### config.mk
export PLATFORM = sky130hd
export DESIGN_NAME = eth_tx_arb
export DESIGN_NICKNAME = d
export VERILOG_FILES = /design/src/rtl/eth_tx_arb.sv
export SDC_FILE = /design/constraint.sdc
export NUM_CORES = 1
export LEC_CHECK = 0
export BUFFER_PORTS_ARGS = -buffer_cell sky130_fd_sc_hd__buf_2
export CAP_MARGIN = 20
export CELL_PAD_IN_SITES_DETAIL_PLACEMENT = 0
export CELL_PAD_IN_SITES_GLOBAL_PLACEMENT = 1
export CORE_ASPECT_RATIO = 1.25
export CORE_MARGIN = 5
export CORE_UTILIZATION = 30
export CTS_BUF_LIST = sky130_fd_sc_hd__clkbuf_16
export DETAILED_ROUTE_END_ITERATION = 10
export GPL_ROUTABILITY_DRIVEN = 1
export HOLD_SLACK_MARGIN = 0.03
export PLACE_DENSITY_LB_ADDON = 0.1
export SLEW_MARGIN = 40
export SYNTH_ARGS = -nofsm -noshare
export SYNTH_HDL_FRONTEND = slang
export SYNTH_SLANG_ARGS = --single-unit
### constraint.sdc
create_clock -name Clk -period 1.25 [get_ports Clk]
set_input_delay 0.25 -clock Clk [delete_from_list [all_inputs] [get_ports Clk]]
set_output_delay 0.25 -clock Clk [all_outputs]
set_load 0.01 [all_outputs]
### src/rtl/eth_tx_arb.sv
`default_nettype none
// ============================================================================
// Module   : eth_tx_arb
// Brief    : Two-requester round-robin RMII transmit arbiter with IPG and watchdog.
// Revision : 1.0
// ============================================================================
module eth_tx_arb #(
    parameter int pIPG_CYCLES = 48,
    parameter int pTIMEOUT    = 4096
) (
    input  logic       Clk,
    input  logic       Rst_n,
    input  logic [1:0] Req,
    output logic [1:0] Gnt,
    output logic       Tx_Sel,
    output logic       Tx_Start,
    input  logic       Tx_Done,
    output logic       Tx_Abort,
    output logic       Busy
);
    localparam int                 c_GAP_W     = (pIPG_CYCLES > 1) ? $clog2(pIPG_CYCLES) : 1;
    localparam logic [c_GAP_W-1:0] c_GAP_LAST  = c_GAP_W'(pIPG_CYCLES - 1);
    localparam logic [15:0]        c_WDOG_LAST = 16'(pTIMEOUT - 1);

    typedef enum logic [1:0] {
        ST_IDLE   = 2'd0,
        ST_ACTIVE = 2'd1,
        ST_IPG    = 2'd2
    } state_t;

    logic               r_rstMeta_n;
    logic               r_rstSync_n;
    state_t             r_state;
    state_t             w_stateNxt;
    logic [1:0]         r_gnt;
    logic [1:0]         w_gntNxt;
    logic               r_txSel;
    logic               w_txSelNxt;
    logic               r_txStart;
    logic               w_txStartNxt;
    logic               r_txAbort;
    logic               w_txAbortNxt;
    logic               r_busy;
    logic               w_busyNxt;
    logic [15:0]        r_wdog;
    logic [15:0]        w_wdogNxt;
    logic [c_GAP_W-1:0] r_gap;
    logic [c_GAP_W-1:0] w_gapNxt;
    logic               r_last;
    logic               w_lastNxt;
    logic               w_pick;

    // Reset asserts immediately but releases only after two clean Clk edges.
    always_ff @(posedge Clk or negedge Rst_n) begin
        if (!Rst_n) begin
            r_rstMeta_n <= 1'b0;
            r_rstSync_n <= 1'b0;
        end else begin
            r_rstMeta_n <= 1'b1;
            r_rstSync_n <= r_rstMeta_n;
        end
    end

    always_ff @(posedge Clk or negedge r_rstSync_n) begin
        if (!r_rstSync_n) begin
            r_state   <= ST_IDLE;
            r_gnt     <= 2'b00;
            r_txSel   <= 1'b0;
            r_txStart <= 1'b0;
            r_txAbort <= 1'b0;
            r_busy    <= 1'b0;
            r_wdog    <= 16'd0;
            r_gap     <= '0;
            r_last    <= 1'b1;
        end else begin
            r_state   <= w_stateNxt;
            r_gnt     <= w_gntNxt;
            r_txSel   <= w_txSelNxt;
            r_txStart <= w_txStartNxt;
            r_txAbort <= w_txAbortNxt;
            r_busy    <= w_busyNxt;
            r_wdog    <= w_wdogNxt;
            r_gap     <= w_gapNxt;
            r_last    <= w_lastNxt;
        end
    end

    // With both requesting, the one not served last time wins.
    assign w_pick = (Req == 2'b11) ? ~r_last : Req[1];

    always_comb begin
        w_stateNxt   = r_state;
        w_gntNxt     = r_gnt;
        w_txSelNxt   = r_txSel;
        w_txStartNxt = 1'b0;
        w_txAbortNxt = 1'b0;
        w_wdogNxt    = r_wdog;
        w_gapNxt     = r_gap;
        w_lastNxt    = r_last;
        case (r_state)
            ST_IDLE: begin
                if (Req != 2'b00) begin
                    w_stateNxt   = ST_ACTIVE;
                    w_gntNxt     = w_pick ? 2'b10 : 2'b01;
                    w_txSelNxt   = w_pick;
                    w_txStartNxt = 1'b1;
                    w_lastNxt    = w_pick;
                    w_wdogNxt    = 16'd0;
                end
            end
            ST_ACTIVE: begin
                if (Tx_Done) begin
                    w_stateNxt = ST_IPG;
                    w_gntNxt   = 2'b00;
                    w_gapNxt   = '0;
                end else if (r_wdog == c_WDOG_LAST) begin
                    w_stateNxt   = ST_IPG;
                    w_gntNxt     = 2'b00;
                    w_txAbortNxt = 1'b1;
                    w_gapNxt     = '0;
                end else begin
                    w_wdogNxt = r_wdog + 16'd1;
                end
            end
            ST_IPG: begin
                if (r_gap == c_GAP_LAST) begin
                    w_stateNxt = ST_IDLE;
                end else begin
                    w_gapNxt = r_gap + 1'b1;
                end
            end
            default: begin
                w_stateNxt = ST_IDLE;
                w_gntNxt   = 2'b00;
                w_txSelNxt = 1'b0;
                w_wdogNxt  = 16'd0;
                w_gapNxt   = '0;
            end
        endcase
        w_busyNxt = (w_stateNxt != ST_IDLE);
    end

    assign Gnt      = r_gnt;
    assign Tx_Sel   = r_txSel;
    assign Tx_Start = r_txStart;
    assign Tx_Abort = r_txAbort;
    assign Busy     = r_busy;

endmodule
`default_nettype wire

Word-level counts from Yosys, hierarchy flattened
Cells that the tools add are included.

storage, ports and cells
  bits in registers = 33
  latch bits = 0
  bits in writable memories = 0
  ROM bits = 0
  input bits = 5
  output and inout port bits = 6
  logic and storage cells = 62
  memories kept = 0

operators by class
  add/subtract/negate cells = 2
  multipliers = 0
  div/mod/pow operators = 0
  $lt $le $gt $ge = 0
  equal/unequal tests = 10
  shifts and indexed selects = 0
  mux-type cells = 26
  bitwise logic cells = 4
  reductions and logical operators = 9

operator list
  operator                 number
  $mux W16                 3
  $pmux W16 S3             1
  $mux W6                  3
  $pmux W6 S3              1
  $add A16 B1 Y16 const B  1
  $eq A16 B12 Y1 const B   1
  $mux W2                  8
  $pmux W2 S3              2
  $ne A2 B2 Y1 const B     4
  $mux W1                  7
  $add A6 B1 Y6 const B    1
  $eq A6 B6 Y1 const B     1
  $reduce_and A3 Y1        2
  $eq A2 B2 Y1 const B     2
  $not A1 Y1               4
  $reduce_and A2 Y1        2
  $reduce_and A4 Y1        1
  $reduce_bool A2 Y1       2
  $ne A3 B3 Y1 const B     1
  $eq A2 B1 Y1 const B     1
  $logic_not A2 Y1         1
  $pmux W1 S2              1
  $reduce_or A2 Y1         1

Logic depth before layout (Yosys ltp)
Gate-level depths: netlist (run 1).

  depth after elaboration = 5
  gate-level depth with buffers = 9
  mapped depth without buffers = 7

Worst setup path after synthesis (run 1)
Ideal clock, no wire load.

  path kind = register to register
  start point = register r_state[0]
  end point = register r_wdog[11]
  library setup time = 77 ps
  arrival = 2078 ps
  data required time = 1173 ps
  slack = -905 ps
  cell stages (with the launch flop) = 10
  buffers on the path = 2
  clock period less this slack = 2155 ps
  cell sequence = dfrtp_1 > inv_1 > ha_1 > buf_2 > or3b_1 > nand2_1 > or3_1 > buf_2 > or3_1 > a21oi_1

between the ends
  cells in the longest elaborated chain, start to end = 3
  elaborated cells on any way between the ends = 9
  those cells by class = eq/ne (5); mux (1); bitwise (1); reduce/logical (2)

RTL lines
  what                                                  line  source
  start, declared                                       33    state_t r_state;
  start signal, assigned                                76    r_state <= w_stateNxt;
  $eq A2 B1 Y1 (tied with other cells)                  100   case (r_state)
  $ne A2 B2 Y1 (no line) or $not A1 Y1 (tied branches)  -
  $reduce_and A4 Y1 (no line)                           -
  end signal, assigned                                  82    r_wdog <= w_wdogNxt;
  end, declared                                         45    logic [15:0] r_wdog;

Several ways; a longest one is shown, not always the timed one.
A chain may end at the register's enable or synchronous reset.

Worst setup path after layout (run 1)
  start point = register r_wdog[0]
  end point = register r_wdog[11]

between the ends
  cells in the longest elaborated chain, start to end = 4
  elaborated cells on any way between the ends = 7
  those cells by class = add/sub (1); eq/ne (2); mux (3); reduce/logical (1)

RTL lines
  what             line  source
  $add A16 B1 Y16  122   w_wdogNxt = r_wdog + 16'd1;
  $mux W16         116   end else if (r_wdog == c_WDOG_LAST) begin
  $mux W16         112   if (Tx_Done) begin
  $pmux W16 S3     100

Several ways; a longest one is shown, not always the timed one. The select of a mux whose other input is x is not followed.

==> results.md, run 1 <==
- Run status: finished with violations
- Failing checks: setup timing
- Cells after synthesis: 189
- Pwr dens: 1630 nW/um^2
- Worst EP arrival: 2.15 ns
- CTS tree: done
- Via count: 1693
- RSZ-0062 raised after global routing: true
- Filler instances: 555
- PortBufs: 10
- Synth top area share: 0.446
- Via/cell ratio: 4.95
- All-Layer GR Usage: 0.137
- Initial antenna violation count: 0
- Synthesized area per cell: 9.49 sq um
- Nets@finish: 286
- EDFF count, synth: 0
- Ratio of cells with drive above 1 in the final layout: 0.500
- Mux share of post-synthesis cell area: 0
- Syn_nets: 200
- Psw: 1.64 mW
- First-pass GRT wire length: 8.05 mm
- Ys flop type: dfrtp_1
- Peak supply drop: 0.950 mV
- H-tree Lvls: 2
- Max Slew Vio Count: 0
- Largest net degree at the start of global routing: 32
- Clk_skew: 0.00346 ns
- First-pass detailed-route iteration total: 4
- Final worst-path cycle share: 1.55
- Critical path class: register to register
- Min Tclk post-route: 1.94 ns
- Drt wl/cell: 14.1 microns
- Leak: 1.35 nW
- Required time worst endpoint: 1.46 ns
- Setup Viol. Count Final: 28
- Register area share after synthesis: 0.461
- Clk_lat worst skew: 0.28 ns
- GP Congestion: 0.803
- Die width: 79.2 microns
- Antenna Nets Post-Route: 0
- Yosys warning count: 0
- Worst setup SP type: register
- Clock Path Buffers: 2
- Synth Area in Compound Gates: 0.154
- Clock Sinks: 33
- Hpwl dp: 3.27 mm
- Initial Util: 0.308
- Post-synth top cells: dfrtp_1, nand2_1, nor2_1
- Residual DRC: 0
- Iter 0 DRT Violations: 50
- Hold WC Path Type: register to async pin
- Die area: 7640 sq um
- Drt total wl: 4.83 mm
- ANT cells: 0
- DP Worst Slack: -0.794 ns
- Post-Synth Simple-Gate Area: 0.246
- Worst-path clk slew: 0.05 ns
- CORE AREA: 5820 sq um
- Unique masters post-synth: 43
- Synthesis-to-finish area growth: 66.0%
- IO Pins: 11
- Cell with the most instances after synthesis: dfrtp_1
- Total CTS buffers: 5
- Num rows: 31
- Max-Cap Viols: 0
- Share of synthesized cell area in full adder, half adder and majority cells: 0.0418
- Switching Share: 0.339
- Die Span Y: 96.5 microns
- Crit end category: register
- Fraction of registers with async set/reset: 1.00
- Final Hold Violating Endpoints: 0
- CP max FO: 6
- Power Internal: 3.21 mW
- Final Util: 0.512
- Post-Synth XOR/XNOR Area: 0.0439
- Ranking of synthesized cells by area: dfrtp_1, ha_1, nand2_1, xnor2_1, nand3_1
- Mapped Area: 1790 sq um
- Highest Clock Rate: 0.516 GHz
- Seq pwr share: 0.275
- Clk network pwr share: 0.280
- Vias in the first global route: 1722
- Dominant cell type by area after synthesis: dfrtp_1
- Comb power frac: 0.446
- Largest family of logic cells by synthesized area: simple AND/OR/NAND/NOR gates
- Post-route worst setup slack: -0.686 ns
- Root Driver: clkbuf_16
- Yosys reg bits: 33
- Gr ovfl total: 0
==> placed cells by master (no fill, tap or decap), drive strengths merged, types with 4 or more instances in the layout <==
| cell type | synthesis | layout |
|---|---|---|
| buf | 7 | 87 |
| dfrtp | 32 | 32 |
| nand2 | 19 | 19 |
| nor2 | 16 | 16 |
| nand3 | 13 | 13 |
| o21ai | 13 | 13 |
| a21oi | 11 | 11 |
| inv | 8 | 9 |
| xnor2 | 8 | 8 |
| ha | 6 | 6 |
| clkbuf | 2 | 5 |
| nor4 | 4 | 4 |
| and4 | 4 | 4 |
| and3 | 4 | 4 |
| or3 | 4 | 4 |
| nor3 | 4 | 4 |
==> kinds of logic (layout without fill, tap and decap cells) <==
family / after synthesis / count (layout)
compound gates: 42 / 42
xor+xnor: 9 / 9
fa+ha+maj: 6 / 6
buf+inv: 17 / 104
flops: 33 / 33
other cells: 1 / 1
simple gates: 81 / 81
==> final timing paths <==
kind,slack (ns),depth (start not counted),start,end
worst max-delay path,-0.69,6,r_wdog[0],r_wdog[11]
worst min-delay path,0.27,1,r_rstSync_n,r_gap[1]
worst max register to register,-0.69,6,r_wdog[0],r_wdog[11]
worst min register to register,0.27,1,r_rstSync_n,r_gap[1]
max in group asynchronous,0.65,1,r_rstSync_n,r_last
min in group Clk,0.27,3,Req[0],r_last
==> timing repair <==
item,CTS,global route
setup endpoints to repair,28,28
gates cloned,0,0
buffers inserted,9,13
pin swaps,19,18
endpoints found under the hold margin,2,0
hold buffers,1,0
gates resized for setup,35,26
==> layout make-up <==
class	count	area [sq um]	share of cell area
multi-input cells	139	1170	0.391
flip-flops and latches	33	828	0.278
repair buffers	88	709	0.238
clock buffers	5	125	0.0420
well taps	66	82.6	0.0277
clock inverters	3	37.5	0.0126
inverters	8	30.0	0.0101
==> per-layer routing <==
metal | vias to the layer above | routed length, microns | share of wire | track usage
met5 | - | 0 | 0 | 0
met4 | 0 | 100 | 0.021 | 0.0659
met3 | 7 | 73 | 0.015 | 0.0306
met2 | 9 | 2690 | 0.56 | 0.255
met1 | 828 | 1970 | 0.41 | 0.145
li1 | 849 | - | - | -
==> power groups by stage <==
stage,registers (mW),logic [mW],clock network [mW]
after floorplan,1.40,0.956,0
after global placement,1.33,1.66,0
after detailed placement,1.34,1.68,0
after CTS,1.33,2.08,1.40
after global routing,1.35,2.38,1.47
final,1.33,2.16,1.36
==> worst max-delay path, stage by stage (launching register included) <==
cell     delay, ns
dfrtp_1       0.38
ha_2          0.19
and4_4        0.19
and4_4        0.19
or3_4         0.41
or3_4         0.40
a21oi_2       0.11
==> through the flow <==
stage / hold WS (ns) / TNS (ns) / power, mW / cells / instance area (sq um)
3_3_place_gp: 0.0347 / -15.28 / 2.99 / 312 / 2350
4_1_cts: 0.253 / -14.76 / 4.81 / 330 / 2780
5_1_grt: 0.266 / -18.35 / 5.20 / 342 / 2980
3_5_place_dp: 0.0361 / -15.63 / 3.02 / 312 / 2350
6_report: 0.266 / -16.04 / 4.85 / 342 / 2980
2_1_floorplan: -0.0456 / -12.14 / 2.35 / 189 / 1880
==> state kept, by name, summed over array words and instances, names as in the netlist <==
name,count
Tx_Start,1
r_rstSync_n,1
Tx_Sel,1
r_state,2
Gnt,2
r_gap,6
r_last,1
Tx_Abort,1
r_wdog,16
r_rstMeta_n,1
Busy,1
No activity file was read; power rests on OpenSTA's default activity.
==> inputs of run 2 (changes only) <==
Settings changed: RECOVER_POWER set to 100.
==> run 2 against run 1 <==
- combinational power hardly changed
- critical path type unchanged
- utilization is 0.19 points lower
- sequential share of layout area is 0.11 points higher
- the flow still finishes with violations (setup timing)
==> results.md, run 2 (synthesis results as in run 1) <==
- DP Worst Slack: -0.794 ns (unchanged)
- Die area: 7640 sq um (unchanged)
- Max-Cap Viols: 0 (unchanged)
- Post-route worst setup slack: -0.686 ns (-0.000236 ns)
- Highest Clock Rate: 0.516 GHz (about the same)
- Crit end category: register
- Leak: 1.33 nW (-1.8%)
- Die Span Y: 96.5 microns (unchanged)
- Drt total wl: 4.83 mm (about the same)
- ANT cells: 0 (unchanged)
- Initial antenna violation count: 0 (unchanged)
- Total power draw: 4.83 mW (-0.46%)
- Min Hold Slack: 0.265 ns (-0.000774 ns)
- Drt wl/cell: 14.1 microns (about the same)
- Max FFs per register: 16 (unchanged)
- Required time worst endpoint: 1.46 ns (about the same)
- GP Congestion: 0.803 (unchanged)
- CORE AREA: 5820 sq um (unchanged)
- Setup Viol. Count Final: 28 (unchanged)
- Vias in the first global route: 1722 (unchanged)
- Total CTS buffers: 5 (unchanged)
- Most flop-heavy register: r_wdog
- Filler instances: 558 (+0.54%)
- Hpwl dp: 3.27 mm (unchanged)
- First-pass detailed-route iteration total: 4 (unchanged)
- Failing checks: setup timing
- Most frequent cells in the layout: buf_4, dfrtp_1, buf_6
- Max Slew Vio Count: 0 (unchanged)
- Worst setup SP type: register
- Worst-path clk slew: 0.05 ns (about the same)
- Gr busiest metal: met2
- Via count: 1692 (-0.059%)
- Via/cell ratio: 4.95 (about the same)
- Clk_lat worst skew: 0.28 ns (about the same)
- Synthesis-to-finish area growth: 65.4%
- Slew HR: 0.464
- Num rows: 31 (unchanged)
- Worst EP arrival: 2.15 ns (about the same)
- Hold WC Path Type: input port to register
- Residual DRC: 0 (unchanged)
- Min Tclk post-route: 1.94 ns (+0.000236 ns)
- Met2 Usage GRT: 0.255 (unchanged)
- H-tree Lvls: 2 (unchanged)
- Ratio of cells with drive above 1 in the final layout: 0.471 (-0.0290)
- Slew @ Worst Pin: 0.803 ns
- Most common cell after layout, fill and taps aside: buf_4
- RSZ-0062 raised after global routing: true
- Iter 0 DRT Violations: 45 (-10%)
- First-pass GRT wire length: 8.05 mm (unchanged)
- Die width: 79.2 microns (unchanged)
- CTS tree: done
- Initial Util: 0.308 (unchanged)
- Nets@finish: 286 (unchanged)
- Run status: finished with violations
- All-Layer GR Usage: 0.137 (unchanged)
- Clock Sinks: 33 (unchanged)
- Root Driver: clkbuf_16
- Final worst-path cycle share: 1.55 (about the same)
- Met1 global-route usage: 0.145 (unchanged)
- Final Hold Violating Endpoints: 0 (unchanged)
- Pwr dens: 1630 nW/um^2 (about the same)
- Antenna Nets Post-Route: 0 (unchanged)
- Gr ovfl total: 0 (unchanged)
- Regs by FF count: r_wdog: 16 flops, r_gap: 6 flops
- Clock Path Buffers: 2 (unchanged)
- IO Pins: 11 (unchanged)
- Clk_skew: 0.00378 ns (+0.000324 ns)
- Critical path class: register to register
- CP max FO: 6 (unchanged)
- Peak supply drop: 0.942 mV (-0.80%)
- Largest net degree at the start of global routing: 32 (unchanged)
- PortBufs: 10 (unchanged)
- GR met3 Demand/Resource: 0.0306 (unchanged)
## run 2: what timing repair did
action                                  CTS  global route
hold buffers                              1             0
endpoints found under the hold margin     2             0
resized for setup                        35            26
endpoints found under the setup margin   28            28
pin swaps                                19            18
buffers inserted                          9            13
## run 2: per-layer routing
| metal | vias up | wire length [microns] |
|---|---|---|
| met2 | 9 | 2680 |
| met1 | 826 | 1970 |
| met5 | - | 0 |
| met3 | 7 | 78 |
| li1 | 850 | - |
| met4 | 0 | 100 |
## run 2: path summary, 6_finish.rpt
path / startpoint / endpoint / slack [ns] / cells after the start
max: r_wdog[0] / r_wdog[11] / -0.69 / 6
min: Req[0] / r_last / 0.26 / 3
max reg2reg: r_wdog[0] / r_wdog[11] / -0.69 / 6
min reg2reg: r_rstMeta_n / r_rstSync_n / 0.36 / 0
max in group asynchronous: r_rstSync_n / r_state[0] / 0.28 / 1
min in group asynchronous: Rst_n / r_rstSync_n / 0.29 / 2
## run 2: worst max-delay path, cell delays in order (launching register included)
cell	delay (ns)
dfrtp_1	0.38
ha_2	0.19
and4_4	0.19
and4_4	0.19
or3_4	0.41
or3_4	0.40
a21oi_2	0.11
## run 2: where the power goes
part           switching [mW]  internal, mW  leakage, nW
registers              0.0942          1.24        0.441
logic                    1.12          1.03        0.802
clock network           0.433         0.925       0.0826
## run 2: area by class of cell
type / count / area [sq um] / share of cell area
timing repair buffer: 88 / 698 / 0.235
inverter: 8 / 30.0 / 0.0101
tap: 66 / 82.6 / 0.0278
sequential: 33 / 828 / 0.279
clock inverter: 3 / 37.5 / 0.0126
multi-input combinational: 139 / 1170 / 0.393
clock buffer: 5 / 125 / 0.0422
## run 2: through the flow
step | TNS, ns | instance area (sq um) | util | cells
after floorplan | -12.14 | 1880 | - | 189
after global placement | -15.28 | 2350 | 0.405 | 312
after detailed placement | -15.63 | 2350 | 0.405 | 312
after CTS | -14.76 | 2780 | 0.477 | 330
after global routing | -18.50 | 2970 | 0.510 | 342
final | -16.21 | 2970 | 0.510 | 342
==> inputs of run 3 (changes only) <==
Settings changed: SETUP_SLACK_MARGIN set to 0.5.
==> run 3 against run 2 <==
- the run still ends with setup timing left
- critical path depth did not move
- power rose by 6.0%
- first-iteration DRC count rose by 60%
- maximum frequency fell by 0.28%
- cell count rose by 0.29%
- critical path type unchanged
==> results.md, run 3 (synthesis results as in run 1) <==
- Hold WC Path Type: register to async pin
- Worst setup SP type: register
- First-pass detailed-route iteration total: 4 (unchanged)
- Critical path class: register to register
- Run status: finished with violations
- Leak: 1.32 nW (-0.75%)
- FF+latch area: 827 sq um (-0.15%)
- Drt wl/cell: 14.2 microns (+0.18%)
- Total CTS buffers: 5 (unchanged)
- DP Worst Slack: -0.821 ns (-0.0271 ns)
- CP max FO: 7 (+1)
- Max-Cap Viols: 0 (unchanged)
- H-tree Lvls: 2 (unchanged)
- Antenna Nets Post-Route: 0 (unchanged)
- Initial antenna violation count: 0 (unchanged)
- RSZ-0062 raised after global routing: true
- Filler instances: 530 (-5.0%)
- Root Driver: clkbuf_16
- Nets@finish: 287 (+0.35%)
- PortBufs: 10 (unchanged)
- Slew HR: 0.647 (+0.182)
- Iter 0 DRT Violations: 72 (+60%)
- Initial Util: 0.308 (unchanged)
- Residual DRC: 0 (unchanged)
- Failing checks: setup timing
- Largest net degree at the start of global routing: 20 (-38%)
- Final worst-path cycle share: 1.55 (+0.00438)
- Required time worst endpoint: 1.45 ns (about the same)
- Via/cell ratio: 4.93 (-0.35%)
- Setup Viol. Count Final: 30 (+7.1%)
- Worst-path clk slew: 0.05 ns (about the same)
- Reg2reg start: r_wdog[0]
- Layout Cells excl Fill: 343 (+0.29%)
- FF-to-FF path depth: 6 (unchanged)
- Die area: 7640 sq um (unchanged)
- R2R Path End: r_wdog[11]
- TNS Setup: -14.14 ns (+2.07 ns)
- Max Slew Vio Count: 0 (unchanged)
- Hpwl dp: 3.42 mm (+4.3%)
- Regs by FF count: r_wdog: 16 flops, r_gap: 6 flops
- Die Span Y: 96.5 microns (unchanged)
- Synthesis-to-finish area growth: 64.8%
- Placed inst area: 2370 sq um (+0.58%)
- All-Layer GR Usage: 0.139 (+0.00228)
- First-pass GRT wire length: 8.18 mm (+1.7%)
- Final Hold Violating Endpoints: 0 (unchanged)
- Max FFs per register: 16 (unchanged)
- Gr ovfl total: 0 (unchanged)
- Vias in the first global route: 1756 (+2.0%)
- Via count: 1691 (-0.059%)
- Most frequent cells in the layout: buf_4, dfrtp_1, nand2_1
- Min Tclk post-route: 1.94 ns (+0.00548 ns)
- Crit end category: register
- Clock Path Buffers: 2 (unchanged)
- Post-route worst setup slack: -0.692 ns (-0.00548 ns)
- Clk_skew: 0.00263 ns (-0.00115 ns)
- Die width: 79.2 microns (unchanged)
- Drt total wl: 4.85 mm (+0.48%)
- Clock Sinks: 33 (unchanged)
- Pwr dens: 1730 nW/um^2 (+6.4%)
- Reg2Reg Setup Slack: -0.69 ns (about the same)
- ANT cells: 0 (unchanged)
- CTS tree: done
- Num rows: 31 (unchanged)
- Worst EP arrival: 2.14 ns (about the same)
- Clk_lat worst skew: 0.27 ns (about the same)
- CORE AREA: 5820 sq um (unchanged)
- Ratio of cells with drive above 1 in the final layout: 0.495 (+0.0236)
- Slew @ Worst Pin: 0.530 ns (-0.274 ns)
- Peak supply drop: 0.922 mV (-2.2%)
- Most flop-heavy register: r_wdog
- GP Congestion: 0.797 (-0.71%)
- IO Pins: 11 (unchanged)
- Most common cell after layout, fill and taps aside: buf_4
- Total placed cells including tap cells: 311 (-0.32%)
- Area of the multi-input gates: 1140 sq um (-2.5%)
- Highest Clock Rate: 0.515 GHz (-0.28%)
- Total power draw: 5.12 mW (+6.0%)
- Post-layout instance area: 2960 sq um (-0.38%)
-- run 3: changes by cell type in the layout (fill, tap and decap cells not counted), moves of 3 or more --
cell    delta
nor2_2     +3
buf_4      +3
nor2_1     -3
buf_6      -5
-- run 3: metal layers --
layer / track usage / vias to the layer above / share of wire
met1: 0.151 / 824 / 0.42
met2: 0.263 / 10 / 0.55
met3: 0.0278 / 5 / 0.016
li1: - / 852 / -
met5: 0 / - / 0
met4: 0.0559 / 0 / 0.017
-- run 3: report_power, final --
part           internal (mW)  switching (mW)  total (mW)  leakage, nW
combinational           1.24            1.19        2.42        0.791
sequential              1.24           0.100        1.34        0.442
clock                  0.925           0.437        1.36       0.0826
total                   3.40            1.73        5.12         1.32
-- run 3: per-stage QoR --
stage	utilization	hold WS (ns)
finish	0.508	0.215
global route	0.508	0.281
CTS	0.478	0.179
detailed placement	0.407	0.0374
global placement	0.407	0.0340
floorplan	-	-0.0456
-- run 3: what timing repair did --
| action | in CTS | in global routing |
|---|---|---|
| pin swaps | 14 | 13 |
| hold buffers | 1 | 0 |
| gates resized for setup | 33 | 23 |
| setup endpoints to repair | 37 | 37 |
| setup buffers | 11 | 12 |
| hold endpoints to repair | 2 | 0 |
-- run 3: cell type report --
type | instances | area share
clock buffers | 5 | 0.0423
inverters | 8 | 0.0102
clock inverters | 3 | 0.0127
well taps | 66 | 0.0279
flip-flops and latches | 33 | 0.280
multi-input cells | 139 | 0.385
repair buffers | 89 | 0.242
-- run 3: worst max path at each step --
stage / end / start / slack (ns) / cells past startpoint
2_1_floorplan: r_wdog[15] / r_wdog[0] / -0.85 / 9
3_3_place_gp: r_wdog[15] / r_state[0] / -0.75 / 6
3_5_place_dp: r_wdog[15] / r_state[0] / -0.82 / 6
4_1_cts: r_wdog[11] / r_state[0] / -0.68 / 6
5_1_grt: r_wdog[11] / r_state[0] / -0.75 / 6
6_report: r_wdog[11] / r_wdog[0] / -0.69 / 6
-- run 3: worst max-delay path, cell delays in order, from the launching register on --
cell	delay, ns
dfrtp_1	0.38
ha_2	0.19
and4_4	0.17
and4_4	0.19
or3_4	0.42
or3_1	0.38
a21oi_1	0.13
